**config.mk**
```make
export PLATFORM = sky130hd
export DESIGN_NAME = cpu_fetch_unit
export DESIGN_NICKNAME = d
export VERILOG_FILES = /design/src/rtl/cpu_fetch_unit_pkg.sv /design/src/rtl/cpu_fetch_unit.sv
export SDC_FILE = /design/constraint.sdc
export NUM_CORES = 1
export LEC_CHECK = 0
export BUFFER_PORTS_ARGS = -buffer_cell sky130_fd_sc_hd__clkbuf_2
export CAP_MARGIN = 20
export CORE_ASPECT_RATIO = 0.9
export CORE_MARGIN = 2
export CORE_UTILIZATION = 35
export DETAILED_ROUTE_END_ITERATION = 7
export PLACE_DENSITY = 0.69
export SYNTH_ARGS = -nofsm -noshare
export SYNTH_HDL_FRONTEND = slang
export SYNTH_SLANG_ARGS = --single-unit
```
**constraint.sdc**
```tcl
create_clock -name clk -period 1.6 [get_ports clk]
set_input_delay 0.08 -clock clk [delete_from_list [all_inputs] [get_ports clk]]
set_output_delay 0.08 -clock clk [all_outputs]
set_load 0.02 [all_outputs]
```
**src/rtl/cpu_fetch_unit_pkg.sv**
```systemverilog
// Shared types for the instruction-fetch stage.
// Fetch FSM states, fault causes and the reset instruction word.
package cpu_fetch_unit_pkg;

   typedef enum logic [1:0] {
      IDLE,
      REQ,
      FAULT
   } fetch_state_t;

   typedef enum logic [1:0] {
      NONE     = 2'd0,
      MISALIGN = 2'd1,
      BUS_ERR  = 2'd2,
      TIMEOUT  = 2'd3
   } fetch_cause_t;

   localparam logic [31:0] NOP_INSTR = 32'h0000_0013;

endpackage

```
**src/rtl/cpu_fetch_unit.sv**
```systemverilog
// Fetch stage: PC, old PC, instruction register and ibus req/ack handshake.
// Define CPU_FETCH_TIMEOUT_EN to abort fetches that wait TIMEOUT_CYCLES.
module cpu_fetch_unit
   import cpu_fetch_unit_pkg::*;
#(
   parameter logic [31:0] RESET_PC       = 32'h0000_0000,
   parameter int unsigned TIMEOUT_CYCLES = 16
) (
   input  logic        clk,
   input  logic        rst_n,
   input  logic        instr_wr_en,
   input  logic        pc_wr_en,
   input  logic [31:0] pc_next,
   input  logic        fault_clr,
   output logic        ibus_req,
   output logic [31:0] ibus_addr,
   input  logic        ibus_ack,
   input  logic        ibus_err,
   input  logic [31:0] ibus_rdata,
   output logic [31:0] pc,
   output logic [31:0] old_pc,
   output logic [31:0] instr,
   output logic [6:0]  opc,
   output logic [2:0]  funct3,
   output logic        funct7,
   output logic        instr_valid,
   output logic        fetch_busy,
   output logic        fetch_fault,
   output logic [1:0]  fault_cause
);

   fetch_state_t state, state_d;
   fetch_cause_t cause_q, cause_d;
   logic         req_d;
   logic [31:0]  addr_d;
   logic [31:0]  instr_d;
   logic [31:0]  old_pc_d;
   logic         valid_d;
   logic         fault_d;

`ifdef CPU_FETCH_TIMEOUT_EN
   logic [7:0]   wait_cnt, wait_cnt_d;
   logic         wait_expired;

   assign wait_expired = (wait_cnt == 8'(TIMEOUT_CYCLES - 1));
`else
   logic         unused_timeout;

   assign unused_timeout = ^32'(TIMEOUT_CYCLES);
`endif

   always_comb begin
      state_d  = state;
      req_d    = ibus_req;
      addr_d   = ibus_addr;
      instr_d  = instr;
      old_pc_d = old_pc;
      valid_d  = 1'b0;
      fault_d  = fetch_fault;
      cause_d  = cause_q;
`ifdef CPU_FETCH_TIMEOUT_EN
      wait_cnt_d = wait_cnt;
`endif
      // Clear first so a fault raised below in the same cycle wins.
      if (fault_clr) begin
         fault_d = 1'b0;
         cause_d = NONE;
      end
      unique case (state)
         IDLE: begin
            if (instr_wr_en && !fetch_fault) begin
               if (pc[1:0] != 2'b00) begin
                  state_d = FAULT;
                  fault_d = 1'b1;
                  cause_d = MISALIGN;
               end else begin
                  state_d = REQ;
                  req_d   = 1'b1;
                  addr_d  = pc;
`ifdef CPU_FETCH_TIMEOUT_EN
                  wait_cnt_d = 8'd0;
`endif
               end
            end
         end
         REQ: begin
            if (ibus_err) begin
               state_d = FAULT;
               req_d   = 1'b0;
               fault_d = 1'b1;
               cause_d = BUS_ERR;
            end else if (ibus_ack) begin
               state_d  = IDLE;
               req_d    = 1'b0;
               instr_d  = ibus_rdata;
               old_pc_d = ibus_addr;
               valid_d  = 1'b1;
`ifdef CPU_FETCH_TIMEOUT_EN
            end else if (wait_expired) begin
               state_d = FAULT;
               req_d   = 1'b0;
               fault_d = 1'b1;
               cause_d = TIMEOUT;
            end else begin
               wait_cnt_d = wait_cnt + 8'd1;
`endif
            end
         end
         FAULT: begin
            state_d = IDLE;
         end
         default: begin
            state_d = IDLE;
         end
      endcase
   end

   always_ff @(posedge clk or negedge rst_n) begin
      if (!rst_n) begin
         state       <= IDLE;
         pc          <= RESET_PC;
         old_pc      <= RESET_PC;
         instr       <= NOP_INSTR;
         ibus_req    <= 1'b0;
         ibus_addr   <= 32'h0;
         instr_valid <= 1'b0;
         fetch_fault <= 1'b0;
         cause_q     <= NONE;
      end else begin
         state       <= state_d;
         old_pc      <= old_pc_d;
         instr       <= instr_d;
         ibus_req    <= req_d;
         ibus_addr   <= addr_d;
         instr_valid <= valid_d;
         fetch_fault <= fault_d;
         cause_q     <= cause_d;
         if (pc_wr_en) begin
            pc <= pc_next;
         end
      end
   end

`ifdef CPU_FETCH_TIMEOUT_EN
   always_ff @(posedge clk or negedge rst_n) begin
      if (!rst_n) begin
         wait_cnt <= 8'd0;
      end else begin
         wait_cnt <= wait_cnt_d;
      end
   end
`endif

   assign fetch_busy  = (state == REQ);
   assign fault_cause = cause_q;
   assign opc         = instr[6:0];
   assign funct3      = instr[14:12];
   assign funct7      = instr[30];

endmodule

```
==> Word-level counts from Yosys, hierarchy flattened <==
Index checks and enable logic that the tools add are counted.
{ "totals": {"wordCells": 47, "register_bits": 135, "input_bits": 71} }
{ "classes": {"n_bitwise": 2, "muxes": 23, "n_eq_ne": 4, "reduce_logical": 9} }
{ "op_table": {"columns": ["operator", "count"], "rows": [
  ["two-way mux 2 bit", 8],
  ["two-way mux 1 bit", 11],
  ["one-hot mux 2 bit (2 select lines)", 2],
  ["AND reduction 3 bit", 2],
  ["inequality test 2 bit, second input constant", 2],
  ["one-hot mux 1 bit (2 select lines)", 2],
  ["AND reduction 4 bit", 1],
  ["nonzero test 2 bit", 2],
  ["inequality test 3 bit, second input constant", 1],
  ["== test 2 x 1 -> 1 bit, second input constant", 1],
  ["zero test 2 bit", 1],
  ["inverter 1 bit", 2],
  ["AND reduction 2 bit", 1],
  ["logical AND 1 bit", 1],
  ["zero test 1 bit", 1]
]} }

==> Depth between registers and ports, before layout <==
Gate-level depths: netlist of the first run.
{ "depth": {"word_depth": 4, "mapped_depth": 5} }

==> Worst setup path before layout of the first run <==
Ideal clock, no wire load.
{ "synth_path": {"kind": "register to register", "startpoint": "register fetch_fault", "endpoint": "register ibus_addr[10]", "n_path_buf": 1, "setup_ns": 0.125, "arrival_ns": 1.365, "path_stages_with_launch": 5, "t_required_ns": 1.475, "period_less_slack_ns": 1.490, "setup_slack_ns": 0.110, "path_cell_list": "dfrtp_1 nor4b_2 nand2_2 buf_6 mux2_4"} }
{ "synth_via": {"elab_chain_len": 3} }
{ "synth_lines": {"columns": ["element", "line", "text"], "rows": [
  ["start, declared", "cpu_fetch_unit.sv:28", "output logic fetch_fault,"],
  ["start signal, assigned", "cpu_fetch_unit.sv:136", "fetch_fault <= fault_d;"],
  ["zero test 1 bit", "cpu_fetch_unit.sv:71", "if (instr_wr_en && !fetch_fault) begin"],
  ["logical AND 1 bit", "cpu_fetch_unit.sv:71", null],
  ["AND reduction 3 bit (no source line)", null, null],
  ["end signal, assigned", "cpu_fetch_unit.sv:134", "ibus_addr <= addr_d;"],
  ["end, declared", "cpu_fetch_unit.sv:16", "output logic [31:0] ibus_addr,"]
]} }
No other way between the ends.
A chain may end at the register's enable or synchronous reset.

==> Worst setup path after layout of the first run <==
{ "layout_path": {"startpoint": "register state[1]", "endpoint": "register instr[25]"} }
{ "layout_via": {"elab_chain_len": 2} }
{ "layout_lines": {"columns": ["element", "line", "text"], "rows": [
  ["start, declared", "cpu_fetch_unit.sv:32", "fetch_state_t state, state_d;"],
  ["start signal, assigned", "cpu_fetch_unit.sv:130", "state <= state_d;"],
  ["== test 2 x 1 -> 1 bit", "cpu_fetch_unit.sv:69", "unique case (state)"],
  ["AND reduction 3 bit (no source line)", null, null],
  ["end signal, assigned", "cpu_fetch_unit.sv:132", "instr <= instr_d;"],
  ["end, declared", "cpu_fetch_unit.sv:22", "output logic [31:0] instr,"]
]} }
No other way between the ends.

==> results.cfg, run 1 <==
[clocking]
cts_tree = done
htreeDepth = 4
cts.sinks = 135
clk_pin_slew_ns = 0.05
insertion_delay_ns = 0.41
max-clock-path-buffers = 2
cts_root_buffer = clkbuf_16
cts_inserted_buffers = 17

[global_routing]
grt_max_degree = 53
grt_pass1_vias = 3942
grt_first_pass_wirelength_um = 19600
overflow = 0
antenna_found_initial = 0
grt_usage = 0.158

[worst_setup_path]
critical_path_class = reg -> reg
max_stage_delay_ns = 0.38
start_kind = register
critPathBufInv = 2
crit_family = simple AND/OR/NAND/NOR gates
end_kind = register
crit_path_top_delay_cell = dfrtp_1
crit_required_ns = 1.89
path_max_fanout = 10
crit_chain = nand2b_4 -> nor3b_4 -> buf_4 -> clkbuf_16 -> mux2_2
worstPathArrival_ns = 1.91

[finish]
multi_input_area_mm2 = 0.00181
n_fill_cell = 1214
diodes = 0
ff_latch_area_mm2 = 0.00338
drive_above_1_share = 0.641
fin_util = 0.555
nets = 679
syn_to_final_growth_pct = 55.4

[die]
rows = 42
die_area_mm2 = 0.0160
core-area_mm2 = 0.0147
chipWidth_um = 133
pin_count = 216
die_h_um = 120
initial_utilization = 0.357

[timing]
clock_skew_ns = 0.00701
setup_viol = 16
max-slew-margin-rel = 0.690
rsz0062_at_grt = yes
setup_slack_ns = -0.0218
min_period_ns = 1.62
slew_viol_final = 0
max_freq_mhz = 617
hold_viol_final = 0
worst_pin_slew_ns = 0.465
finalCritPeriodShare = 1.01

[synthesis]
yosys.area.top_type = dfrtp_1
syn_inst = 307
synth_cell_type_count = 22
synth_nets = 378
ys.warnings.count = 0
ys_seq_elements = 135
synth_area_mm2 = 0.00524
synth_top_area_frac = 0.630
synthTopCellsByArea = dfrtp_1 63%, mux2_2 21%, mux2_4 7.4%
yosysSeqAreaShare = 0.645
syn_avg_cell_area_um2 = 17.1

[place]
post-dp-hpwl_um = 8130
pre_cts_ws_ns = -0.0430
portBuffers = 215
gp_congestion = 0.753

[status]
status = finished with violations
violations = negative setup slack

[power_and_ir_drop]
power_density_mw_per_mm2 = 1840
p_comb_frac = 0.376
clockPowerShare = 0.246
pwr-share-seq = 0.378
internal-power_mw = 9.64
peakVddDrop_mv = 1.00
p_sw_mw = 5.31
p_leak_nw = 4.16
p_sw_frac = 0.355

[flow_run]
maxCapViolCount = 0

[drt]
via_count = 3674
vias_per_cell = 4.49
drtPass1Iterations = 4
drc = 0
final_antenna_net_count = 0
wl_per_cell_um = 16.4
drt-total-wl_um = 13500
drtIter0Drc = 125

[min_path]
hold_path_class = in -> async
==> flip-flops by register name, summed over array words and instances, names as in the netlist <==
register	count
pc	32
fault_cause	2
ibus_addr	32
instr_valid	1
fetch_fault	1
ibus_req	1
state	2
instr	32
old_pc	32
==> cells in the final DEF, fill, tap and decap left out, drive strengths merged <==
cell type	count
buf	20
inv	1
nand2	4
dfstp	3
dlygate4sd3	68
clkbuf	244
o21ai	2
nand3	1
o31ai	1
nor2	2
nor4b	1
clkinv	4
mux2	126
clkinvlp	2
nor3b	1
and2	2
nand2b	4
bufinv	1
a21boi	2
dfrtp	132
==> repair_timing <==
item                                   CTS  global route
setup endpoints to repair               62            89
endpoints found under the hold margin  139             0
hold buffers                            68             0
pin swaps                                1             1
gates resized for setup                  1            44
buffers inserted                         2             2
cloned                                   1             7
==> power groups by stage <==
stage	sequential [mW]	clock, mW	combinational, mW
after floorplan	7.06	0	1.87
after global placement	5.57	0	5.08
after detailed placement	5.66	0	5.16
after CTS	5.61	3.79	5.31
after global routing	5.83	3.92	5.94
final	5.65	3.68	5.62
==> metal layers <==
metal,share of wire,GRT usage
met4,0.014,0.0578
met3,0.066,0.0591
met5,0,0
met2,0.48,0.262
met1,0.43,0.188
==> cells in the mapped netlist <==
master    number
a21boi_0       2
and2_1         2
buf_2          4
buf_4         12
buf_6          8
clkbuf_1       1
dfrtp_1      132
dfstp_2        3
inv_1          1
mux2_1         2
mux2_2        98
mux2_4        26
nand2_1        3
nand2_2        1
nand2b_1       3
nand2b_4       1
nand3_1        1
nor2_1         2
nor3b_2        1
nor4b_2        1
o21ai_0        2
o31ai_1        1
==> path summary, 6_finish.rpt <==
check / from / end / slack [ns] / cells past startpoint
worst max register to register: state[1] / instr[25] / -0.02 / 5
min in group clk: pc_wr_en / pc[3] / 0.20 / 3
worst min register to register: ibus_addr[0] / ibus_addr[0] / 0.50 / 1
worst max-delay path: state[1] / instr[25] / -0.02 / 5
worst min-delay path: rst_n / instr[7] / 0.16 / 2
max in group asynchronous: rst_n / pc[21] / 0.77 / 3
==> per-stage QoR <==
stage / instance area, um2 / hold WS, ns / TNS [ns] / instances / total power, mW
floorplan: 5240 / -0.216 / 0 / 307 / 8.93
CTS: 7820 / 0.175 / -0.177 / 810 / 14.7
detailed placement: 6530 / 0.0362 / -1.26 / 707 / 10.8
global route: 8140 / 0.195 / -3.65 / 819 / 15.7
finish: 8140 / 0.162 / -0.203 / 819 / 15.0
global placement: 6530 / 0.0312 / 0 / 707 / 10.7
==> final cells by class <==
type	count	area share
well taps	198	0.0304
inverters	1	0.000461
clock inverters	7	0.00845
flip-flops and latches	135	0.415
repair buffers	307	0.262
clock buffers	25	0.0608
multi-input cells	146	0.223
==> logic make-up (layout without fill, tap and decap cells) <==
| kind of cell | count (synthesis) | after routing | synth area share |
|---|---|---|---|
| DFF | 135 | 135 | 0.645 |
| AOI/OAI and AO/OA | 5 | 5 | 0.00621 |
| muxes | 126 | 126 | 0.289 |
| buffers and inverters | 26 | 340 | 0.0396 |
| and+or+nand+nor | 15 | 15 | 0.0196 |
==> worst register-to-register path: cells and delay by family (launching register included) <==
family,cells,cell delay (ns)
buffers and inverters,2,0.36
flip-flops,1,0.38
multiplexers,1,0.34
AND/OR/NAND/NOR,2,0.43
Note: power is estimated with default switching activity, not from simulation.
==> run 2: changes to the inputs <==
Settings changed: REMOVE_ABC_BUFFERS set to 1.
==> run 2 against run 1 <==
The run now ends clean. Sequential power down 1%. Non-clock buffer count is 11 lower. Sequential cell count unchanged. Design area shrank 3.9%. Largest cell class unchanged. Largest power group unchanged. Highest routed layer unchanged.
==> results.cfg, run 2 (synthesis gave the netlist of run 1 again) <==
[finish]
diodes = 0
syn_to_final_growth_pct = 49.2
layout_common_cells = 214 x clkbuf_2, 132 x dfrtp_1, 98 x mux2_2
mostFrequentLayoutCell = clkbuf_2
stdcell_area_mm2 = 0.00782
n_fill_cell = 1170
drive_above_1_share = 0.634
nets = 668

[timing]
rsz0062_at_grt = yes
tns_ns = 0
setup_viol = 0
finalCritPeriodShare = 0.980
slew_viol_final = 0
worst_pin_slew_ns = 0.385
setup_slack_ns = 0.0324
min_period_ns = 1.57
hold_viol_final = 0
clock_skew_ns = 0.00554
max-slew-margin-rel = 0.741
max_freq_mhz = 638

[drt]
wl_per_cell_um = 15.5
drtPass1Iterations = 4
vias_per_cell = 4.43
drt-total-wl_um = 12500
final_antenna_net_count = 0
drtIter0Drc = 68
via_count = 3583
drc = 0

[worst_setup_path]
crit_required_ns = 1.89
critical_path_class = reg -> reg
path_max_fanout = 23
worstPathArrival_ns = 1.86
rrSetupSlack_ns = 0.03
crit_chain = nand2b_4 -> nor3b_4 -> buf_4 -> buf_12 -> mux2_2
crit_path_start = state[1]
crit_path_top_delay_cell = dfrtp_1
r2r_start = state[1]
max_stage_delay_ns = 0.39
start_kind = register
reg2reg_to = instr[26]
r2r.worst_path.cells = 5
end_kind = register
critPathCapture = instr[26]

[place]
gp_congestion = 0.733
placed_area_mm2 = 0.00652
pre_cts_ws_ns = -0.0218
post-dp-hpwl_um = 7840
portBuffers = 215

[global_routing]
busiest_layer = met2
grt_max_degree = 46
grt_usage = 0.155
antenna_found_initial = 0
grt_first_pass_wirelength_um = 19200
grt_util_met3 = 0.0646
grtUsageMet2 = 0.249
grt_pass1_vias = 3730
overflow = 0
use_met1 = 0.188

[power_and_ir_drop]
peakVddDrop_mv = 0.985
power_density_mw_per_mm2 = 1850
p_leak_nw = 3.98

[die]
chipWidth_um = 133
die_area_mm2 = 0.0160
pin_count = 216
core-area_mm2 = 0.0147
rows = 42
initial_utilization = 0.357
die_h_um = 120

[clocking]
htreeDepth = 4
max-clock-path-buffers = 2
clk_pin_slew_ns = 0.05
cts.sinks = 135
cts_inserted_buffers = 17
cts_tree = done
cts_root_buffer = clkbuf_16
insertion_delay_ns = 0.41

[status]
status = completed

[flow_run]
maxCapViolCount = 0

[min_path]
hold_path_class = in -> async
==> run 2: critical path, delay by kind of cell, from the launching register on <==
family / cells / cell delay (ns)
buffers and inverters: 2 / 0.34
flip-flops: 1 / 0.39
multiplexers: 1 / 0.35
AND/OR/NAND/NOR: 2 / 0.34
==> run 2: metrics by stage <==
step	cells	utilization	hold slack [ns]	power, mW
2_1_floorplan	282	-	-0.216	8.70
3_3_place_gp	704	0.444	-0.00336	10.6
3_5_place_dp	704	0.444	-0.000997	10.8
4_1_cts	804	0.529	0.127	14.6
5_1_grt	808	0.533	0.162	15.2
6_report	808	0.533	0.139	14.5
==> run 2: what timing repair did <==
item                       in CTS  in global routing
hold endpoints to repair      203                  0
gates cloned                    0                  2
setup buffers                   0                  2
setup endpoints to repair      27                 64
hold buffers                   68                  0
pin swaps                       0                  1
resized for setup               0                  4
==> run 2: how the worst min path moves through the flow <==
stage | startpoint | end | slack, ns | cells past startpoint
6_report | rst_n | ibus_addr[31] | 0.14 | 2
5_1_grt | rst_n | instr[23] | 0.16 | 2
4_1_cts | rst_n | instr[23] | 0.13 | 2
3_5_place_dp | rst_n | instr[23] | -0.001 | 1
3_3_place_gp | rst_n | instr[23] | -0.003 | 1
2_1_floorplan | rst_n | fault_cause[0] | -0.22 | 0
==> run 2: where the power goes <==
| group | internal [mW] | switching, mW |
|---|---|---|
| combinational | 2.30 | 2.97 |
| sequential | 4.72 | 0.853 |
| clock | 2.25 | 1.40 |
| total | 9.28 | 5.22 |
==> run 2: layout make-up <==
class,instances,area [um2],area share
timing repair buffer,296,1970,0.252
multi-input combinational,146,1660,0.212
inverter,1,3.75,0.000480
clock buffer,24,482,0.0616
tap,198,248,0.0317
sequential,135,3380,0.432
clock inverter,8,75.1,0.00960
==> run 2: routing by layer <==
metal	routed length (um)	share of wire	up-vias
li1	-	-	1641
met1	5400	0.43	1761
met2	5930	0.47	164
met3	1010	0.081	17
met4	176	0.014	0
met5	0	0	-
==> run 3: changes to the inputs <==
--- a/config.mk
+++ b/config.mk
@@ -7,2 +7,3 @@
 export LEC_CHECK = 0
+export ABC_AREA = 1
 export BUFFER_PORTS_ARGS = -buffer_cell sky130_fd_sc_hd__clkbuf_2
@@ -15,2 +16,3 @@
 export REMOVE_ABC_BUFFERS = 1
+export SKIP_LAST_GASP = 1
 export SYNTH_ARGS = -nofsm -noshare
==> constraint.sdc (replaced) <==
create_clock -name clk -period 1.6 [get_ports clk]
set_input_delay 0.16 -clock clk [delete_from_list [all_inputs] [get_ports clk]]
set_output_delay 0.16 -clock clk [all_outputs]
set_load 0.02 [all_outputs]
==> run 3 against run 2 <==
Fmax up 15%. Wire length grew 8.6%. Register-to-register slack better by 0.22 ns. Power decreased by 0.53%. Utilization is 0.83 points lower. Synthesized cell count rose by 81%. Design area is 1.6% lower. Sequential power is essentially flat. Global-route usage is 2.1 points higher. Sequential share of layout area increased by 0.68 points. Cell count up 29%. Combinational power shrank 6.5%. Critical endpoint is now fetch_busy. Largest cell class unchanged. Largest power group unchanged.
==> results.cfg, run 3 <==
[worst_setup_path]
crit_family = flip-flops
rrSetupSlack_ns = 0.25
max_stage_delay_ns = 0.42
crit_chain = nor2_4 -> clkbuf_2
crit_required_ns = 1.44
worstPathArrival_ns = 1.21
reg2reg_to = instr[20]
start_kind = register
r2r_start = state[1]
end_kind = primary output
path_max_fanout = 4
crit_path_top_delay_cell = dfrtp_1
critical_path_class = reg -> out
critPathBufInv = 1
r2r.worst_path.cells = 6

[clocking]
htreeDepth = 4
cts.sinks = 135
insertion_delay_ns = 0.41
cts_tree = done
cts_inserted_buffers = 17
max-clock-path-buffers = 2
clk_pin_slew_ns = 0.06
cts_root_buffer = clkbuf_16
cts_setup_buffers = 0

[global_routing]
overflow = 0
antenna_found_initial = 0
grt_pass1_vias = 4523
grt_first_pass_wirelength_um = 22100
grt_usage = 0.176
grt_max_degree = 45

[place]
portBuffers = 215
placed_area_mm2 = 0.00644
post-dp-hpwl_um = 8810
gp_congestion = 0.758
place_inst = 946

[power_and_ir_drop]
total_power_mw = 14.4
p_leak_nw = 4.30
peakVddDrop_mv = 0.999
power_density_mw_per_mm2 = 1870

[timing]
hold_viol_final = 0
min_period_ns = 1.37
worst_pin_slew_ns = 0.384
fin_hold_ws_ns = 0.0343
setup_viol = 0
rsz0062_at_grt = no
max-slew-margin-rel = 0.744
finalCritPeriodShare = 0.854
max_freq_mhz = 731
clock_skew_ns = 0.00842
slew_viol_final = 0

[synthesis]
syn_inst = 556
yosys.area.top_type = dfrtp_1
yosysMostFrequentCell = nand2_1
async_flop_share = 1.00
synth_ff_type = dfrtp_1
synthTopCellsByArea = dfrtp_1 63%, nand2_1 19%, o21ai_0 6.1%
yosys-top-cells-count = 259 x nand2_1, 132 x dfrtp_1, 64 x o21ai_0, 44 x inv_1
yosysSeqAreaShare = 0.648
synth_edf_count = 0
synth_cell_type_count = 20
ys.warnings.count = 0
synth_top_area_frac = 0.633
ys_seq_elements = 135
synth_area_mm2 = 0.00522
syn_avg_cell_area_um2 = 9.38

[finish]
drive_above_1_share = 0.313
mostFrequentLayoutCell = nand2_1
nets = 904
layout_common_cells = 259 x nand2_1, 214 x clkbuf_2, 132 x dfrtp_1
final_cells = 1044
stdcell_area_mm2 = 0.00770
syn_to_final_growth_pct = 47.6
diodes = 0

[die]
chipWidth_um = 133
rows = 42
die_area_mm2 = 0.0159
initial_utilization = 0.356
die_h_um = 120
pin_count = 216
core-area_mm2 = 0.0147

[drt]
final_antenna_net_count = 0
via_count = 4515
wl_per_cell_um = 13.0
drtPass1Iterations = 6
drc = 0
drt-total-wl_um = 13600
vias_per_cell = 4.32
drtIter0Drc = 221

[min_path]
hold_path_depth = 4
hold_path_class = in -> reg
min-delay-start = ibus_err
worstHoldEndpoint = state[0]

[flow_run]
maxCapViolCount = 0

[status]
status = completed
run 3: cell types whose count changed after synthesis, moves of 8 or more:
cell / before / now
nand2_1: 3 / 259
mux2_2: 98 / 0
o21ai_0: 2 / 64
inv_1: 1 / 44
mux2_4: 26 / 0
clkbuf_1: 1 / 9
run 3: logic make-up after synthesis:
group           after synthesis  synth area share
compound gates               69            0.0667
simple gates                269             0.200
flops                       135             0.648
buf+inv                      83            0.0854
run 3: worst register-to-register path: cells and delay by family (launching register included):
| family | cells | cell delay [ns] |
|---|---|---|
| AND/OR/NAND/NOR | 4 | 0.44 |
| buffers and inverters | 2 | 0.44 |
| flip-flops | 1 | 0.42 |
run 3: stage by stage:
stage | setup TNS (ns) | setup slack (ns) | utilization
floorplan | -14.25 | -0.204 | -
global placement | 0 | 0.295 | 0.439
detailed placement | 0 | 0.245 | 0.439
CTS | 0 | 0.207 | 0.525
global route | 0 | 0.160 | 0.525
finish | 0 | 0.233 | 0.525
run 3: power breakdown:
part | internal [mW] | total (mW) | switching (mW) | leakage, nW
combinational | 1.66 | 4.93 | 3.28 | 2.30
sequential | 4.70 | 5.56 | 0.856 | 1.72
clock | 2.53 | 3.93 | 1.40 | 0.284
total | 8.89 | 14.4 | 5.53 | 4.30
run 3: layout make-up:
class / count / area (um2)
Clock buffer: 24 / 472
Clock inverter: 8 / 124
Fill cell: 1285 / 6960
Inverter: 46 / 175
Multi-Input combinational cell: 338 / 1390
Sequential cell: 135 / 3380
Tap cell: 198 / 248
Timing Repair Buffer: 295 / 1910
run 3: worst max-delay path by stage:
stage / depth (start not counted) / end / start
floorplan: 5 / instr[10] / state[1]
global placement: 6 / old_pc[13] / state[1]
detailed placement: 6 / old_pc[15] / state[1]
CTS: 2 / fetch_busy / state[1]
global route: 6 / old_pc[12] / state[1]
finish: 2 / fetch_busy / state[1]
run 3: what timing repair did:
item	CTS	global route
hold buffers	66	0
endpoints found under the setup margin	0	0
endpoints found under the hold margin	178	0
gates resized for setup	0	0
run 3: per-layer routing:
| metal | track usage | vias to the layer above | share of wire |
|---|---|---|---|
| li1 | - | 2240 | - |
| met1 | 0.215 | 2089 | 0.44 |
| met2 | 0.291 | 173 | 0.48 |
| met3 | 0.0596 | 13 | 0.071 |
| met4 | 0.0618 | 0 | 0.013 |
| met5 | 0 | - | 0 |
